--- config.mk ---
export PLATFORM = sky130hd
export DESIGN_NAME = spi_slave_core_flat
export DESIGN_NICKNAME = d
export VERILOG_FILES = /design/src/rtl/spi_slave_core_if.sv /design/src/rtl/spi_slave_core.sv /design/src/flat_wrapper.sv
export SDC_FILE = /design/constraint.sdc
export NUM_CORES = 1
export LEC_CHECK = 0
export ABC_AREA = 1
export CORE_AREA = 3 3 150 152
export DETAILED_ROUTE_END_ITERATION = 8
export DIE_AREA = 0 0 153 155
export PLACE_DENSITY = 0.55
export REMOVE_ABC_BUFFERS = 1
export SYNTH_ARGS = -nofsm -noshare
export SYNTH_HDL_FRONTEND = slang
export SYNTH_SLANG_ARGS = --single-unit
--- constraint.sdc ---
create_clock -name clk_i -period 3.5 [get_ports clk_i]
set_input_delay 0.7 -clock clk_i [delete_from_list [all_inputs] [get_ports clk_i]]
set_output_delay 0.7 -clock clk_i [all_outputs]
set_load 0.005 [all_outputs]
--- src/rtl/spi_slave_core_if.sv ---
// spi_slave_core_if: configuration, stream handshakes and SPI pins of the target-side SPI engine
interface spi_slave_core_if;
  logic        en_i;
  logic        cpol_i;
  logic        cpha_i;
  logic        lsb_i;
  logic [4:0]  wlen_i;
  logic        busy_o;
  logic        tx_valid_i;
  logic        tx_ready_o;
  logic [31:0] tx_data_i;
  logic        rx_valid_o;
  logic        rx_ready_i;
  logic [31:0] rx_data_o;
  logic        udr_o;
  logic        ovr_o;
  logic        spi_sck_i;
  logic        spi_nss_i;
  logic        spi_mosi_i;
  logic        spi_miso_o;
  logic        spi_miso_en_o;
  modport slave (
    input  en_i, cpol_i, cpha_i, lsb_i, wlen_i, tx_valid_i, tx_data_i, rx_ready_i,
           spi_sck_i, spi_nss_i, spi_mosi_i,
    output busy_o, tx_ready_o, rx_valid_o, rx_data_o, udr_o, ovr_o, spi_miso_o, spi_miso_en_o
  );
  modport master (
    output en_i, cpol_i, cpha_i, lsb_i, wlen_i, tx_valid_i, tx_data_i, rx_ready_i,
           spi_sck_i, spi_nss_i, spi_mosi_i,
    input  busy_o, tx_ready_o, rx_valid_o, rx_data_o, udr_o, ovr_o, spi_miso_o, spi_miso_en_o
  );
endinterface

--- src/rtl/spi_slave_core.sv ---
// spi_slave_core: oversampling SPI target, deserialises MOSI into RX words and serialises TX words onto MISO
module spi_slave_core #(
  parameter int SYNC_STAGES = 2
) (
  input logic           clk_i,
  input logic           rst_i,
  spi_slave_core_if.slave bus
);
  typedef enum logic [1:0] {IDLE, LOAD, XFER} state_t;
  state_t state, state_nx;
  logic [SYNC_STAGES-1:0] sck_s, nss_s, mosi_s;
  logic sck_q, nss_q, cpol_r, cpha_r, lsb_r;
  logic sck, nss, mosi, edge_d, lead, trail, sample, shift, done, nss_fall, busy;
  logic [4:0] wlen_r, cnt;
  logic [31:0] tx_sr, rx_sr, ld_word, src, rx_nx;
  always_comb begin
    sck = sck_s[SYNC_STAGES-1];
    nss = nss_s[SYNC_STAGES-1];
    mosi = mosi_s[SYNC_STAGES-1];
    nss_fall = nss_q & ~nss;
    edge_d = sck ^ sck_q;
    lead = edge_d & (sck ^ cpol_r);
    trail = edge_d & ~(sck ^ cpol_r);
    sample = cpha_r ? trail : lead;
    shift = cpha_r ? lead : trail;
    done = (state == XFER) && sample && (cnt == wlen_r);
    ld_word = bus.tx_valid_i ? bus.tx_data_i : '0;
    src = (state == LOAD) ? ld_word : tx_sr;
    rx_nx = lsb_r ? (rx_sr | ({31'b0, mosi} << cnt)) : {rx_sr[30:0], mosi};
    state_nx = (state != IDLE && nss) ? IDLE :
               (state == IDLE) ? ((nss_fall && bus.en_i) ? LOAD : IDLE) :
               (state == LOAD) ? XFER :
               done ? LOAD : XFER;
    busy = state != IDLE;
    bus.busy_o = busy;
    bus.spi_miso_en_o = busy;
    bus.spi_miso_o = busy & (lsb_r ? src[0] : src[wlen_r]);
    bus.tx_ready_o = (state == LOAD) & bus.tx_valid_i;
    bus.udr_o = (state == LOAD) & ~bus.tx_valid_i;
    bus.ovr_o = done & bus.rx_valid_o & ~bus.rx_ready_i;
  end
  always_ff @(posedge clk_i) begin
    if (rst_i) begin
      state <= IDLE;
      sck_s <= '0;
      nss_s <= '1;
      mosi_s <= '0;
      sck_q <= 1'b0;
      nss_q <= 1'b1;
      cpol_r <= 1'b0;
      cpha_r <= 1'b0;
      lsb_r <= 1'b0;
      wlen_r <= '0;
      cnt <= '0;
      tx_sr <= '0;
      rx_sr <= '0;
      bus.rx_valid_o <= 1'b0;
      bus.rx_data_o <= '0;
    end else begin
      sck_s <= {sck_s[SYNC_STAGES-2:0], bus.spi_sck_i};
      nss_s <= {nss_s[SYNC_STAGES-2:0], bus.spi_nss_i};
      mosi_s <= {mosi_s[SYNC_STAGES-2:0], bus.spi_mosi_i};
      sck_q <= sck;
      nss_q <= nss;
      state <= state_nx;
      if (state == IDLE && nss_fall && bus.en_i) begin
        cpol_r <= bus.cpol_i;
        cpha_r <= bus.cpha_i;
        lsb_r <= bus.lsb_i;
        wlen_r <= bus.wlen_i;
      end
      if (state != XFER) begin
        cnt <= '0;
        rx_sr <= '0;
      end else if (sample) begin
        cnt <= done ? 5'd0 : cnt + 5'd1;
        rx_sr <= done ? 32'd0 : rx_nx;
      end
      // no shift before a word's first sample edge: bit 0 is already on MISO from LOAD
      if (state == LOAD) tx_sr <= ld_word;
      else if (state == XFER && shift && cnt != 5'd0) tx_sr <= lsb_r ? tx_sr >> 1 : tx_sr << 1;
      if (done && (!bus.rx_valid_o || bus.rx_ready_i)) begin
        bus.rx_data_o <= rx_nx;
        bus.rx_valid_o <= 1'b1;
      end else if (bus.rx_valid_o && bus.rx_ready_i) bus.rx_valid_o <= 1'b0;
    end
  end
endmodule
--- src/flat_wrapper.sv ---
// flat-port wrapper written by rule: the top's interface ports become plain ports
module spi_slave_core_flat 
#(
  parameter int SYNC_STAGES = 2
)
  (clk_i, rst_i, bus_en_i, bus_cpol_i, bus_cpha_i, bus_lsb_i, bus_wlen_i, bus_tx_valid_i, bus_tx_data_i, bus_rx_ready_i, bus_spi_sck_i, bus_spi_nss_i, bus_spi_mosi_i, bus_busy_o, bus_tx_ready_o, bus_rx_valid_o, bus_rx_data_o, bus_udr_o, bus_ovr_o, bus_spi_miso_o, bus_spi_miso_en_o);
  spi_slave_core_if bus_i ();
  input logic clk_i;
  input logic rst_i;
  input wire logic [$bits(bus_i.en_i)-1:0] bus_en_i;
  input wire logic [$bits(bus_i.cpol_i)-1:0] bus_cpol_i;
  input wire logic [$bits(bus_i.cpha_i)-1:0] bus_cpha_i;
  input wire logic [$bits(bus_i.lsb_i)-1:0] bus_lsb_i;
  input wire logic [$bits(bus_i.wlen_i)-1:0] bus_wlen_i;
  input wire logic [$bits(bus_i.tx_valid_i)-1:0] bus_tx_valid_i;
  input wire logic [$bits(bus_i.tx_data_i)-1:0] bus_tx_data_i;
  input wire logic [$bits(bus_i.rx_ready_i)-1:0] bus_rx_ready_i;
  input wire logic [$bits(bus_i.spi_sck_i)-1:0] bus_spi_sck_i;
  input wire logic [$bits(bus_i.spi_nss_i)-1:0] bus_spi_nss_i;
  input wire logic [$bits(bus_i.spi_mosi_i)-1:0] bus_spi_mosi_i;
  output wire logic [$bits(bus_i.busy_o)-1:0] bus_busy_o;
  output wire logic [$bits(bus_i.tx_ready_o)-1:0] bus_tx_ready_o;
  output wire logic [$bits(bus_i.rx_valid_o)-1:0] bus_rx_valid_o;
  output wire logic [$bits(bus_i.rx_data_o)-1:0] bus_rx_data_o;
  output wire logic [$bits(bus_i.udr_o)-1:0] bus_udr_o;
  output wire logic [$bits(bus_i.ovr_o)-1:0] bus_ovr_o;
  output wire logic [$bits(bus_i.spi_miso_o)-1:0] bus_spi_miso_o;
  output wire logic [$bits(bus_i.spi_miso_en_o)-1:0] bus_spi_miso_en_o;
  assign bus_i.en_i = bus_en_i;
  assign bus_i.cpol_i = bus_cpol_i;
  assign bus_i.cpha_i = bus_cpha_i;
  assign bus_i.lsb_i = bus_lsb_i;
  assign bus_i.wlen_i = bus_wlen_i;
  assign bus_i.tx_valid_i = bus_tx_valid_i;
  assign bus_i.tx_data_i = bus_tx_data_i;
  assign bus_i.rx_ready_i = bus_rx_ready_i;
  assign bus_i.spi_sck_i = bus_spi_sck_i;
  assign bus_i.spi_nss_i = bus_spi_nss_i;
  assign bus_i.spi_mosi_i = bus_spi_mosi_i;
  assign bus_busy_o = bus_i.busy_o;
  assign bus_tx_ready_o = bus_i.tx_ready_o;
  assign bus_rx_valid_o = bus_i.rx_valid_o;
  assign bus_rx_data_o = bus_i.rx_data_o;
  assign bus_udr_o = bus_i.udr_o;
  assign bus_ovr_o = bus_i.ovr_o;
  assign bus_spi_miso_o = bus_i.spi_miso_o;
  assign bus_spi_miso_en_o = bus_i.spi_miso_en_o;
  spi_slave_core #(.SYNC_STAGES(SYNC_STAGES)) u_core (.clk_i(clk_i), .rst_i(rst_i), .bus(bus_i));
endmodule
# After elaboration in Yosys (flattened, before gate mapping)
# Index checks and enable logic that the tools add are counted.
# word_totals
reg_bits	120
input_bits	48
output_inout_bits	39
wordCells	75
# classes
n_addsub	1
magnitude_cmp	1
eq_ne	4
shifts	1
mux	19
bitwise	15
n_reduce_logical	19
# ops
operator	n
two-way mux 32 bit	7
OR 32 bit	1
<< shifter 1 x 5 -> 32 bit	1
logical AND 1 bit	10
bitwise AND 1 bit	8
two-way mux 1 bit	7
< comparator 5 x 6 -> 1 bit (second input constant)	1
two-way mux 2 bit	3
nonzero test 2 bit	3
adder 5 x 1 -> 5 bit (second input constant)	1
binary-select mux 1 bit (select 5 bit)	1
== test 5 bit	1
two-way mux 5 bit	1
nonzero test 5 bit	1
inverter 1 bit	4
OR reduction 2 bit	2
== test 2 x 1 -> 1 bit (second input constant)	1
== test 2 bit (second input constant)	1
zero test 2 bit	1
!= test 2 bit (second input constant)	1
XOR 1 bit	2
zero test 1 bit	1
logical OR 1 bit	1

# Longest topological paths before layout
# logic_depth
word_depth	9
mapped_depth	12
depth_no_buf	11

# Worst setup path after synthesis
# Ideal clock, no wire load.
# synth_path
path_type	input -> output
start	input bus_tx_valid_i
end	output bus_spi_miso_o
arrival_ps	1790
t_required_ps	2800
slack_ps	1010
path_stages	10
n_path_buf	2
path_cell_list	buf_2 -> clkbuf_1 -> nand4_1 -> nand3_1 -> nand3_1 -> nand3_1 -> nand3_1 -> nand3_1 -> nand2_1 -> a21oi_1
# synth_between
elab_chain_len	6
# synth_lines
item	line_no	source
start, declared	flat_wrapper.sv:15	input wire logic [$bits(bus_i.tx_valid_i)-1:0] bus_tx_valid_i;
two-way mux 32 bit *	spi_slave_core.sv:27	ld_word = bus.tx_valid_i ? bus.tx_data_i : '0;
two-way mux 32 bit *	spi_slave_core.sv:28	src = (state == LOAD) ? ld_word : tx_sr;
binary-select mux 1 bit (select 5 bit)	spi_slave_core.sv:37	bus.spi_miso_o = busy & (lsb_r ? src[0] : src[wlen_r]);
two-way mux 1 bit (implied by the code)	spi_slave_core.sv:37	
two-way mux 1 bit *	spi_slave_core.sv:37	
bitwise AND 1 bit *	spi_slave_core.sv:37	
end, declared	flat_wrapper.sv:27	output wire logic [$bits(bus_i.spi_miso_o)-1:0] bus_spi_miso_o;
# Mark *: on every way between the ends. The rest lies on a longest branch, timed or not. The select of a mux whose other input is x is not followed.

# Worst setup path in the final report
# layout_path
start	input bus_tx_data_i[7]
end	output bus_spi_miso_o
# layout_between
elab_chain_len	6
# layout_lines
item	line_no	source
start, declared	flat_wrapper.sv:16	input wire logic [$bits(bus_i.tx_data_i)-1:0] bus_tx_data_i;
two-way mux 32 bit	spi_slave_core.sv:27	
two-way mux 32 bit	spi_slave_core.sv:28	
binary-select mux 1 bit (select 5 bit)	spi_slave_core.sv:37	
two-way mux 1 bit (implied by the code)	spi_slave_core.sv:37	
two-way mux 1 bit	spi_slave_core.sv:37	
bitwise AND 1 bit	spi_slave_core.sv:37	
# No other way between the ends. The select of a mux whose other input is x is not followed.

==> results_dict.tcl <==
set metrics [dict create \
    final_cell_area_um2 8070 \
    dp_hpwl_um 13200 \
    area_growth_pct 27.7 \
    cpPeakStageDelay_ns 0.54 \
    critPathMaxFanout 2 \
    placed_cells 1225 \
    max_freq_ghz 0.303 \
    fin_tns_setup_ns 0 \
    fin_crit_sh 0.943 \
    ys.flop_type "dfxtp_1" \
    grt_pass1_wl_um 33100 \
    yosysTopAreaCell "dfxtp_1" \
    antenna_left 0 \
    min_path_type "flip-flop to flip-flop" \
    maxCapViolCount 0 \
    tightest_slew_ns 0.758 \
    dpl-instance-area_um2 7490 \
    synth_area_um2 6320 \
    period_needed_ns 3.30 \
    startpoint_type "input pin" \
    grt_setup_unrepaired "no" \
    cts_sinks 120 \
    die_h_um 155 \
    design.core.area_um2 21200 \
    htree_levels 4 \
    synth-edff-count 0 \
    critPathRequiredTime_ns 2.80 \
    drtIter0Drc 454 \
    drive_gt1_frac 0.119 \
    ys_types 44 \
    gp_congestion 0.814 \
    ys_seq_elements 120 \
    ys_top_cells_by_area "dfxtp_1, nor2_1, nand3_1, nand2_1, o21ai_0" \
    vias 6351 \
    synth-async-reset-ratio 0 \
    io_buffers 86 \
    worstSetupPathType "input pin to output port" \
    cts.clk_slew.worst_paths_ns 0.05 \
    status "complete, no violations" \
    start_util 0.299 \
    cts_root_buf "clkbuf_16" \
    die_w_um 153 \
    antenna_found_initial 0 \
    power_per_cell_area_nw_per_um2 421 \
    grt_pass1_vias 6186 \
    clk_latency_ns 0.43 \
    via_per_inst 5.06 \
    drtPass1Iterations 7 \
    setup_viol 0 \
    cts_tree "built" \
    synth-seq-area-share 0.380 \
    ios 87 \
    cpMostUsedCell "nand3_1" \
    cp-end-kind "output port" \
    critPathArrivalTime_ns 2.60 \
    n_antenna_cell 0 \
    cts_buffer_depth 2 \
    ys_warn_count 0 \
    grt_usage 0.171 \
    power.leakage_uw 0.00290 \
    slew_violations 0 \
    hold_viol 0 \
    numCtsBuffers 17 \
    nets 1019 \
    cp_slowest_cell "clkdlybuf4s50_1" \
    netlist.area_leader.share 0.380 \
    fin_skew_ns 0.0103 \
    dieArea_um2 23700 \
    drc 0 \
    routed_wl_um 20100 \
    grt_start_max_net_pins 63 \
    peakVddDrop_uv 248 \
    post-route-util 0.381 \
    slew_headroom 0.494 \
    rows 53 \
    instances_no_fill 1256 \
    netlist_instances 895 \
    routedWlPerCell_um 16.0 \
    grt_overflow 0 \
    path_cells "clkdlybuf4s50_1 > nand2_1 > inv_1 > nand2_1 > nand3_1 > nand3_1 > nand3_1 > nand3_1 > nand3_1 > nand2_1 > a21oi_1 > clkdlybuf4s50_1" \
    avgSynthCellArea_um2 7.06 \
]
## worst max-delay path: cells and delay by family
family,cells,cell delay (ns)
buf+inv,3,1.08
compound gates,1,0.17
simple gates,8,0.64
## placed cells by master, fill, tap and decap left out, types with 2 or more instances in the layout
cell             Yosys  routed
a21oi_2             10      10
nor2_1             154     154
bufinv_16            0       3
a22oi_1              9       9
inv_1               43      43
inv_2                7       7
nor3_1              11      11
a211oi_1             4       4
a22oi_2             11      11
or2_2                8       8
nand3_2              2       2
clkinv_2             0       6
clkdlybuf4s50_1      0      85
o21ai_1             21      21
nand2_1            111     111
o211ai_1            14      14
a21oi_1             57      57
a31oi_1             17      17
o311ai_0            15      15
xor2_1               2       2
nor2_2               2       2
nand2_2              3       3
clkbuf_16            0      17
ha_1                 2       2
buf_4                4      33
o21ai_0             72      72
nand4_1             30      30
clkbuf_1            35       3
nand3_1             86      86
dfxtp_1            120     119
buf_12               0       2
clkinv_1             3       3
## cell type report
cell class              instances  area, um^2
clock buffers                  21         450
clock inverters                10         128
fillers                      2239       13100
inverters                      54         205
multi-input cells             654        3380
flip-flops and latches        120        2400
well taps                     275         344
repair buffers                122        1160
## metal layers
metal,up-vias,global-route usage,share of wire
li1,3242,-,-
met1,2913,0.238,0.49
met2,171,0.268,0.44
met3,25,0.0314,0.050
met4,0,0.0556,0.017
met5,-,0,0
## cells in the mapped netlist, drive strengths merged (3+ instances only)
master	count
buf	32
nor2	158
nand4	31
o211ai	14
nand2	115
xor2	3
nand3	89
dfxtp	120
a22oi	20
clkinv	3
o21ai	93
inv	51
a31oi	17
a211oi	4
a21oi	67
nor3	12
or2	8
o311ai	15
clkbuf	35
## registers in the layout (all words and copies together), names as in the netlist
| name | count |
|---|---|
| u_core.cpol_r | 1 |
| u_core.mosi_s | 2 |
| u_core.lsb_r | 1 |
| u_core.nss_s | 2 |
| u_core.sck_s | 2 |
| u_core.state | 2 |
| u_core.tx_sr | 32 |
| u_core.nss_q | 1 |
| u_core.cpha_r | 1 |
| u_core.rx_sr | 32 |
| u_core.wlen_r | 5 |
| u_core.bus.rx_data_o | 32 |
| u_core.bus.rx_valid_o | 1 |
| u_core.cnt | 5 |
| u_core.sck_q | 1 |
## through the flow
stage | hold WS [ns] | total power [uW] | setup slack (ns)
after CTS | 0.404 | 3430 | 0.115
after floorplan | 0.388 | 1540 | 0.00665
after detailed placement | 0.397 | 1670 | -0.0719
final | 0.400 | 3400 | 0.199
after global placement | 0.390 | 1670 | -0.0562
after global routing | 0.431 | 3520 | 0.00181
## path summary, 6_finish.rpt
path | start | endpoint | slack, ns | depth (start not counted)
setup / recovery | bus_tx_data_i[7] | bus_spi_miso_o | 0.20 | 12
hold / removal | u_core.sck_s[0]$_SDFF_PP0_ | u_core.sck_s[1]$_SDFF_PP0_ | 0.40 | 2
setup reg to reg | u_core.wlen_r[1]$_SDFFE_PP0P_ | u_core.rx_sr[6]$_SDFFE_PP0N_ | 0.91 | 9
hold reg to reg | u_core.sck_s[0]$_SDFF_PP0_ | u_core.sck_s[1]$_SDFF_PP0_ | 0.40 | 2
## cells by family after synthesis
logic type	share of synthesized area
buf+inv	0.0848
xor+xnor	0.00674
compound gates	0.227
flops	0.380
fa+ha+maj	0.00396
simple gates	0.297
## power by group
part	internal, uW	leakage [uW]	switching [uW]	total, uW
clock network	1120	0.000286	634	1760
logic	105	0.00165	133	238
registers	1380	0.000970	17.3	1400
total	2610	0.00290	785	3400
## what timing repair did
action,4_1_cts,5_1_grt
resized for setup,1,1
endpoints found under the setup margin,1,1
hold buffers,0,0
setup buffers,0,0
Power figures use the tool's default switching activity.
==> edit (same flow settings) <==
Encoding of `state_t`: now one-hot (3 bits for 3 states).
--- a/src/rtl/spi_slave_core.sv
+++ b/src/rtl/spi_slave_core.sv
@@ -8,3 +8,3 @@
 );
-  typedef enum logic [1:0] {IDLE, LOAD, XFER} state_t;
+  typedef enum logic [2:0] {IDLE = 3'b001, LOAD = 3'b010, XFER = 3'b100} state_t;
   state_t state, state_nx;
Formal check against the unedited RTL: same outputs for any inputs over 10 cycles, from zero or initial values and one cycle with rst_i high; not proved beyond that.
==> edit against the original RTL <==
  * Combinational power shrank 20%
  * Cell area is 1.5% higher
  * Area after synthesis down 0.52%
  * Sequential cell count is 1 higher
  * Routed wire length decreased by 3.4%
  * Power decreased by 0.28%
  * Sequential share of layout area down 0.19 points
  * Sequential power is essentially flat
  * Critical path type is now reg -> out
  * First-iteration DRC count grew 21%
  * Setup slack lost 0.021 ns
==> edit: results (changes against the original RTL) <==
| Metric | Value |
|---|---|
| Status | `completed (unchanged)` |
| Final Core Density | `38.7% (was 38.1%)` |
| Leakage | `3.18 nW (was 2.90 nW)` |
| Seq/Total Area, Yosys | `38.6% (was 38.0%)` |
| Synth Area per Inst | `6.64 um2 (was 7.06 um2)` |
| Initial DRC count | `550 (was 454)` |
| Slowest-stage cell, CP | `clkdlybuf4s50_1 (unchanged)` |
| Place WS | `-0.0766 ns (was -0.0719 ns)` |
| DR WL met2 | `8530 um (was 8920 um)` |
| Met1 GRT Util | `23.0% (was 23.8%)` |
| Worst Setup SP | `u_core.state[1] (was bus_tx_data_i[7])` |
| Crit path arrival time | `2.62 ns (was 2.60 ns)` |
| Hold slack | `0.401 ns (was 0.400 ns)` |
| Reg-to-Reg End | `u_core.bus.rx_data_o[3] (was u_core.rx_sr[6])` |
| Worst-path maximum fanout | `16 (was 2)` |
| Crit path max-delay family | `simple AND/OR/NAND/NOR gates (was buffers and inverters)` |
| Share of cells above drive strength 1 | `9.38% (was 11.9%)` |
| Clock buffer depth | `2 (unchanged)` |
| Clock Tree Root | `clkbuf_16 (unchanged)` |
| First-pass GRT wire length | `32100 um (was 33100 um)` |
| Avg Vias per Cell | `4.92 (was 5.06)` |
| Total Wirelength | `19400 um (was 20100 um)` |
| R2R Setup Slk | `1.07 ns (was 0.91 ns)` |
| Maximum clock frequency | `301 MHz (was 303 MHz)` |
| Max incr delay on CP | `0.51 ns (was 0.54 ns)` |
| Fill cell count | `2207 (was 2239)` |
| Pint | `2.64 mW (was 2.61 mW)` |
| Synth top cells by count | `248 x nand2_1, 121 x dfxtp_1, 114 x nor2_1, 72 x nand3_1, 62 x a21oi_1 (was 154 x nor2_1, 120 x dfxtp_1, 111 x nand2_1, 86 x nand3_1, 72 x o21ai_0)` |
| Met3 Track Usage GR | `2.89% (was 3.14%)` |
| Routed length on met3 | `1020 um (was 995 um)` |
| VDD IR-drop max | `0.000287 V (was 0.000248 V)` |
| M2 GR Usage | `25.5% (was 26.8%)` |
| Post-Place Cell Area | `7540 um2 (was 7490 um2)` |
| Reg2reg start | `u_core.wlen_r[0] (was u_core.wlen_r[1])` |
| Largest net degree at the start of global routing | `67 (was 63)` |
| Total track usage | `16.4% (was 17.1%)` |
| Met1 wire length | `9520 um (was 9800 um)` |
| Synth area leaders | `dfxtp_1 39%, nand2_1 15%, nor2_1 6.8%, nand3_1 5.7%, a21oi_1 4.9% (was dfxtp_1 38%, nor2_1 9.2%, nand3_1 6.8%, nand2_1 6.6%, o21ai_0 5.7%)` |
| Dpl hpwl | `12700 um (was 13200 um)` |
| Yosys cell types | `37 (was 44)` |
| Placed insts | `1286 (was 1225)` |
| Layout Skew | `0.00829 ns (was 0.0103 ns)` |
| Drt wl/cell | `14.7 um (was 16.0 um)` |
| Comb. pwr | `0.190 mW (was 0.238 mW)` |
| Worst-margin pin slew | `0.710 ns (was 0.758 ns)` |
[edit: worst min-delay path, cell delays in order, from the launching register on]
cell and delay (ns):
dfxtp_1 0.29, inv_1 0.04, nor2_1 0.03
[edit: cell families (layout without fill, tap and decap cells)]
family	Yosys count	in the layout	synth area share, %
adder cells (fa/ha/maj)	2	2	0.398
XOR/XNOR	7	7	0.976
AND/OR/NAND/NOR	460	461	30.2
AO/OA/AOI/OAI	227	227	21.1
flip-flops	121	121	38.6
buffers and inverters	130	227	8.72
[edit: layout make-up]
type	count	area share (%)
clock buffer	22	5.79
clock inverter	8	1.47
inverter	65	3.07
multi-input combinational	697	40.7
sequential	121	29.6
tap	275	4.20
timing repair buffer	132	15.2
[edit: repair_timing]
action / CTS / global route
buffers inserted: 0 / 3
resized for setup: 3 / 3
endpoints found under the setup margin: 1 / 1
pin swaps: 0 / 1
hold buffers: 0 / 0
gates cloned: 0 / 1
